--- src/rtl/audio_pkg.sv ---
// rtl/audio_pkg.sv - shared audio sample widths, defaults and stereo packing order
package audio_pkg;

    localparam int PCM_W    = 8;
    localparam int STEREO_W = 2 * PCM_W;

    localparam logic [PCM_W-1:0] SILENCE_DEFAULT = 8'h80;
    localparam int unsigned PHASE_INC_44K1_50M = 32'd3788161;

    typedef logic [PCM_W-1:0]    pcm_t;
    typedef logic [STEREO_W-1:0] stereo_t;

    // Left channel always occupies the upper byte of a stereo word.
    function automatic stereo_t pack_stereo(input pcm_t left, input pcm_t right);
        return {left, right};
    endfunction

endpackage

--- src/rtl/audio_sample_fifo.sv ---
// rtl/audio_sample_fifo.sv - synchronous DEPTH x W FIFO with level, full and empty
module audio_sample_fifo #(
    parameter int DEPTH = 4,
    parameter int W     = 16
) (
    input  logic                         clk_i,
    input  logic                         rst_i,
    input  logic                         push_i,
    input  logic                         pop_i,
    input  logic [W-1:0]                 wdata_i,
    output logic [W-1:0]                 rdata_o,
    output logic [$clog2(DEPTH+1)-1:0]   level_o,
    output logic                         full_o,
    output logic                         empty_o
);

    localparam int PW = $clog2(DEPTH);
    localparam int LW = $clog2(DEPTH + 1);

    logic [W-1:0]  mem_q [DEPTH];
    logic [PW-1:0] wr_ptr_q, wr_ptr_d;
    logic [PW-1:0] rd_ptr_q, rd_ptr_d;
    logic [LW-1:0] level_q, level_d;
    logic          do_push, do_pop;

    assign full_o  = (level_q == LW'(DEPTH));
    assign empty_o = (level_q == '0);
    assign level_o = level_q;
    assign rdata_o = mem_q[rd_ptr_q];

    assign do_push = push_i && !full_o;
    assign do_pop  = pop_i && !empty_o;

    // Power-of-two depth lets the pointers wrap naturally.
    always_comb begin
        wr_ptr_d = wr_ptr_q;
        rd_ptr_d = rd_ptr_q;
        level_d  = level_q;
        if (do_push) wr_ptr_d = wr_ptr_q + PW'(1);
        if (do_pop)  rd_ptr_d = rd_ptr_q + PW'(1);
        if (do_push && !do_pop) level_d = level_q + LW'(1);
        if (do_pop && !do_push) level_d = level_q - LW'(1);
    end

    always_ff @(posedge clk_i) begin
        if (rst_i) begin
            wr_ptr_q <= '0;
            rd_ptr_q <= '0;
            level_q  <= '0;
        end else begin
            wr_ptr_q <= wr_ptr_d;
            rd_ptr_q <= rd_ptr_d;
            level_q  <= level_d;
        end
    end

    always_ff @(posedge clk_i) begin
        if (do_push) mem_q[wr_ptr_q] <= wdata_i;
    end

endmodule

--- src/rtl/audio_sample_pacer.sv ---
// rtl/audio_sample_pacer.sv - buffers stereo samples and releases one per NCO tick
module audio_sample_pacer
    import audio_pkg::*;
#(
    parameter int               DEPTH     = 4,
    parameter int               ACC_W     = 32,
    parameter logic [ACC_W-1:0] PHASE_INC = ACC_W'(PHASE_INC_44K1_50M),
    parameter logic [PCM_W-1:0] SILENCE   = SILENCE_DEFAULT
) (
    input  logic                         clk_pcm,
    input  logic                         aclr,
    input  logic                         enable,
    input  logic                         in_valid,
    output logic                         in_ready,
    input  logic [PCM_W-1:0]             in_left,
    input  logic [PCM_W-1:0]             in_right,
    input  logic                         fifo_full,
    output logic [STEREO_W-1:0]          stereo_pcm,
    output logic                         stereo_pcm_rdy,
    output logic [$clog2(DEPTH+1)-1:0]   level,
    output logic [15:0]                  underrun_count,
    output logic                         slot_lost
);

    logic [ACC_W-1:0]    acc_q, acc_d;
    logic                pending_q, pending_d;
    logic [STEREO_W-1:0] pcm_q, pcm_d;
    logic                rdy_q, rdy_d;
    logic [15:0]         urc_q, urc_d;
    logic                lost_q, lost_d;

    logic [ACC_W:0]      acc_sum;
    logic                tick, emit;
    logic                buf_full, buf_empty, push, pop;
    logic [STEREO_W-1:0] head;

    assign in_ready = !buf_full;
    assign push     = in_valid && in_ready;
    assign pop      = emit && !buf_empty;

    audio_sample_fifo #(
        .DEPTH (DEPTH),
        .W     (STEREO_W)
    ) u_fifo (
        .clk_i   (clk_pcm),
        .rst_i   (aclr),
        .push_i  (push),
        .pop_i   (pop),
        .wdata_i (pack_stereo(in_left, in_right)),
        .rdata_o (head),
        .level_o (level),
        .full_o  (buf_full),
        .empty_o (buf_empty)
    );

    assign acc_sum = {1'b0, acc_q} + {1'b0, PHASE_INC};
    assign tick    = enable && acc_sum[ACC_W];
    assign emit    = pending_q && !fifo_full && enable;

    always_comb begin
        acc_d     = acc_q;
        pending_d = pending_q;
        pcm_d     = pcm_q;
        rdy_d     = emit;
        urc_d     = urc_q;
        lost_d    = lost_q;
        if (enable) begin
            acc_d = acc_sum[ACC_W-1:0];
            // A tick coinciding with an emission re-arms the slot just consumed.
            if (emit) begin
                pending_d = tick;
            end else if (tick) begin
                pending_d = 1'b1;
                if (pending_q) lost_d = 1'b1;
            end
        end else begin
            acc_d     = '0;
            pending_d = 1'b0;
        end
        if (emit) begin
            if (!buf_empty) begin
                pcm_d = head;
            end else begin
                pcm_d = pack_stereo(SILENCE, SILENCE);
                if (urc_q != 16'hFFFF) urc_d = urc_q + 16'd1;
            end
        end
    end

    always_ff @(posedge clk_pcm) begin
        if (aclr) begin
            acc_q     <= '0;
            pending_q <= 1'b0;
            pcm_q     <= pack_stereo(SILENCE, SILENCE);
            rdy_q     <= 1'b0;
            urc_q     <= '0;
            lost_q    <= 1'b0;
        end else begin
            acc_q     <= acc_d;
            pending_q <= pending_d;
            pcm_q     <= pcm_d;
            rdy_q     <= rdy_d;
            urc_q     <= urc_d;
            lost_q    <= lost_d;
        end
    end

    assign stereo_pcm     = pcm_q;
    assign stereo_pcm_rdy = rdy_q;
    assign underrun_count = urc_q;
    assign slot_lost      = lost_q;

endmodule

--- config.mk ---
export PLATFORM = sky130hd
export DESIGN_NAME = audio_sample_pacer
export DESIGN_NICKNAME = d
export VERILOG_FILES = /design/src/rtl/audio_pkg.sv /design/src/rtl/audio_sample_fifo.sv /design/src/rtl/audio_sample_pacer.sv
export SDC_FILE = /design/constraint.sdc
export NUM_CORES = 1
export LEC_CHECK = 0
export ABC_AREA = 1
export BUFFER_PORTS_ARGS = -buffer_cell sky130_fd_sc_hd__buf_2
export CAP_MARGIN = 20
export CORE_UTILIZATION = 40
export CTS_CLUSTER_SIZE = 24
export DETAILED_ROUTE_END_ITERATION = 7
export SLEW_MARGIN = 20
export SYNTH_ARGS = -nofsm -noshare
export SYNTH_HDL_FRONTEND = slang
export SYNTH_SLANG_ARGS = --single-unit
--- constraint.sdc ---
create_clock -name clk_pcm -period 5.92 [get_ports clk_pcm]
set_input_delay 0.888 -clock clk_pcm [delete_from_list [all_inputs] [get_ports clk_pcm]]
set_output_delay 0.888 -clock clk_pcm [all_outputs]
set_load 0.05 [all_outputs]
==> results.md <==
* Status: finished, final reports clean
* Placed cells at 1002
* CP max-delay cell: fa_1
* Via/cell ratio at 4.99
* Fin nets at 839
* Root buf cell: clkbuf_16
* P_leak at 2.84 nW
* Mux share of post-synthesis cell area at 0
* Compound-gate portion of the synthesized area at 0.121
* Primary FF master, synth: dfxtp_1
* Worst path cell trace: buf_2 -> nor2_2 -> nand2_4 -> inv_2 -> nand2_1 -> inv_2 -> ha_1 -> inv_1 -> fa_1 -> a21oi_1 -> o21ai_0 -> o21ai_0 -> a21oi_1
* CP Capture Type: flip-flop
* Sum Neg Setup Slack at 0 ns
* Mapped Area at 6300 um^2
* Synth Area in Adders at 0.0171
* Crit share post-route at 0.435
* Power per cell area at 299 nW/um^2
* Final setup violation count at 0
* Largest net degree at the start of global routing at 34
* Peak supply drop at 0.212 mV
* Hold Crit Class: flip-flop to flip-flop
* Routed len/inst at 13.9 um
* RSZ-0062 raised after global routing: false
* DR vias at 5163
* Site row count at 45
* CTS tree: done
* CP max FO at 19
* Total GRT Usage at 0.188
* Hold buffers post-CTS at 0
* H-tree depth at 4
* Delay-heaviest family, CP: adder cells
* Synth area leaders: edfxtp_1 30%, dfxtp_1 24%, nand2_1 9.8%
* Main combinational cell family by area after synthesis: simple AND/OR/NAND/NOR gates
* WP buf/inv at 4
* R2r startpoint: pending_q
* Reg2Reg Depth at 13
* Core area at 15300 um^2
* Synthesized area per cell at 8.44 um^2
* Starting DRT DRC Count at 294
* DRC viols at 0
* Chip height at 128 um
* Asr flop ratio synth at 0
* CP arrival at 2.87 ns
* Yosys top cell by area: edfxtp_1
* Slew headroom at 0.326
* Clock latency at the later pin of the worst-skew pair at 0.42 ns
* Clk buf depth at 2
* Clk slew on worst S/H paths at 0.06 ns
* Required time worst endpoint at 6.22 ns
* Min Tclk post-route at 2.57 ns
* Initial core utilization at 0.412
* CTS buffer count at 17
* Clock sink count at 140
* Tightest Pin Transition at 1.01 ns
* Highest clock rate at 389 MHz
* Simple-Gate Fraction of Synth Area at 0.240
* Final hold vios at 0
* Vias in the first global route at 4784
* Max cap viols at 0
* GP Congestion at 0.914
* Die Wd at 128 um
* Routed wire length at 14400 um
* Layout cell share with drive strength beyond 1 at 0.146
* Initial antenna violation count at 1
* Seq/Total Area, Yosys at 0.546
* Top-area cell type share of the netlist area at 0.305
* Clock skew at 0.00661 ns
* Worst path max stage delay at 0.38 ns
* Global route total overflow at 0
* HPWL after DPL at 9930 um
* Area growth syn-to-layout at 17.0%
* CP startpoint: fifo_full
* Seq cells post-synth at 140
* Post-synth EDFFs at 64
* Hold Startpoint: slot_lost
* Syn Inst Count at 747
* Port Buf Inserts at 58
* Cell count along the critical path at 13
* Yosys cell types at 36
* Syn nets at 776
* Final Slew Violations at 0
* XOR/XNOR share of the synthesized area at 0.0153
* DR pass1 iterations at 5
* Hold path cells at 2
* Finished Layout Cells at 1035
* Setup slack, reg-to-reg at 3.52 ns
* Post-cts resize count at 0
* Die ar. at 16300 um^2
* Antenna-violating nets left at 0
* First-pass GRT wire length at 23700 um
* Ys Warns at 0
* Crit start category: input pin
* Top-Level Pins at 59
* Critical path class: input pin to flip-flop
* Post-CTS setup repair buffer count at 0
## layer usage
metal  up-vias  wire length [um]  share of wire  track usage
li1       2623                 -              -            -
met1      2386              6870           0.48        0.251
met2       140              6590           0.46        0.300
met3        14               794          0.055       0.0469
met4         0               154          0.011       0.0588
met5         -                 0              0            0
## where the power goes
part / switching (mW) / leakage, nW / internal (mW)
combinational: 0.0761 / 1.35 / 0.0306
sequential: 0.0142 / 1.20 / 1.04
clock: 0.444 / 0.285 / 0.597
total: 0.534 / 2.84 / 1.67
## through the flow
| stage | instance area [um^2] | total power [mW] | util | hold slack, ns | setup slack [ns] |
|---|---|---|---|---|---|
| 2_1_floorplan | 6300 | 1.14 | - | 0.418 | 3.24 |
| 3_3_place_gp | 6790 | 1.18 | 0.443 | 0.428 | 2.98 |
| 3_5_place_dp | 6790 | 1.18 | 0.443 | 0.448 | 2.92 |
| 4_1_cts | 7370 | 2.22 | 0.481 | 0.457 | 3.35 |
| 5_1_grt | 7370 | 2.28 | 0.481 | 0.480 | 3.12 |
| 6_report | 7380 | 2.20 | 0.482 | 0.450 | 3.35 |
## synthesized netlist by cell type (all sizes together), types with 5 or more instances
cell,instances
ha,7
nor3,11
a21oi,68
buf,9
nor2,133
nand4,5
o32ai,14
inv,70
nand2,170
clkbuf,10
o21ai,45
xor2,9
dfxtp,76
edfxtp,64
nand3,42
## cell usage in the layout (no fill, tap or decap), types with 2 or more instances in the layout
cell type	netlist	routed
nand2_4	2	2
o22ai_1	2	2
nand3_2	2	2
ha_1	7	7
nor4_1	2	2
edfxtp_1	64	64
nand3_1	40	40
xor2_1	9	9
a21oi_1	61	61
clkinv_4	0	2
nor3_1	10	10
buf_2	5	58
o32ai_1	14	14
inv_6	1	5
inv_8	0	5
xnor2_1	2	2
nand4_1	5	5
a32oi_1	2	2
a21oi_2	7	7
nor2_2	5	6
inv_2	2	2
inv_1	67	67
nand2_2	3	3
clkbuf_16	0	17
nand2_1	165	165
nor2_1	128	127
buf_4	1	5
and2_1	2	2
o21ai_0	44	44
dfxtp_1	76	75
## logic make-up (layout without fill, tap and decap cells)
| family | Yosys count | count (layout) |
|---|---|---|
| flops | 140 | 140 |
| buf+inv | 90 | 166 |
| xor+xnor | 11 | 11 |
| fa+ha+maj | 8 | 8 |
| other cells | 0 | 1 |
| compound gates | 133 | 133 |
| simple gates | 365 | 365 |
## flip-flops by register name, indices dropped and copies added, names as in the netlist, named ones only
signal	count
stereo_pcm_rdy	1
u_fifo.level_o	3
u_fifo.mem_q	64
u_fifo.wr_ptr_q	2
u_fifo.rd_ptr_q	2
underrun_count	16
acc_q	32
slot_lost	1
stereo_pcm	16
pending_q	1
## worst paths after layout
kind / endpoint
worst min register to register: slot_lost
worst max register to register: u_fifo.level_o[2]
worst min-delay path: slot_lost
worst max-delay path: u_fifo.level_o[2]
## worst register-to-register path: stages, from the launching register on
cell,delay (ns)
dfxtp_1,0.37
inv_1,0.06
nor2_2,0.12
nand2_4,0.16
inv_2,0.11
nand2_1,0.09
inv_2,0.25
ha_1,0.21
inv_1,0.07
fa_1,0.38
a21oi_1,0.14
o21ai_0,0.11
o21ai_0,0.15
a21oi_1,0.06
## layout make-up
cell class	count	area (um^2)
diodes	1	2.50
repair buffers	63	328
multi-input cells	517	2480
clock inverters	14	151
well taps	211	264
inverters	71	272
clock buffers	18	429
fillers	1485	7940
flip-flops and latches	140	3440
No activity file was read; power rests on OpenSTA's default activity.
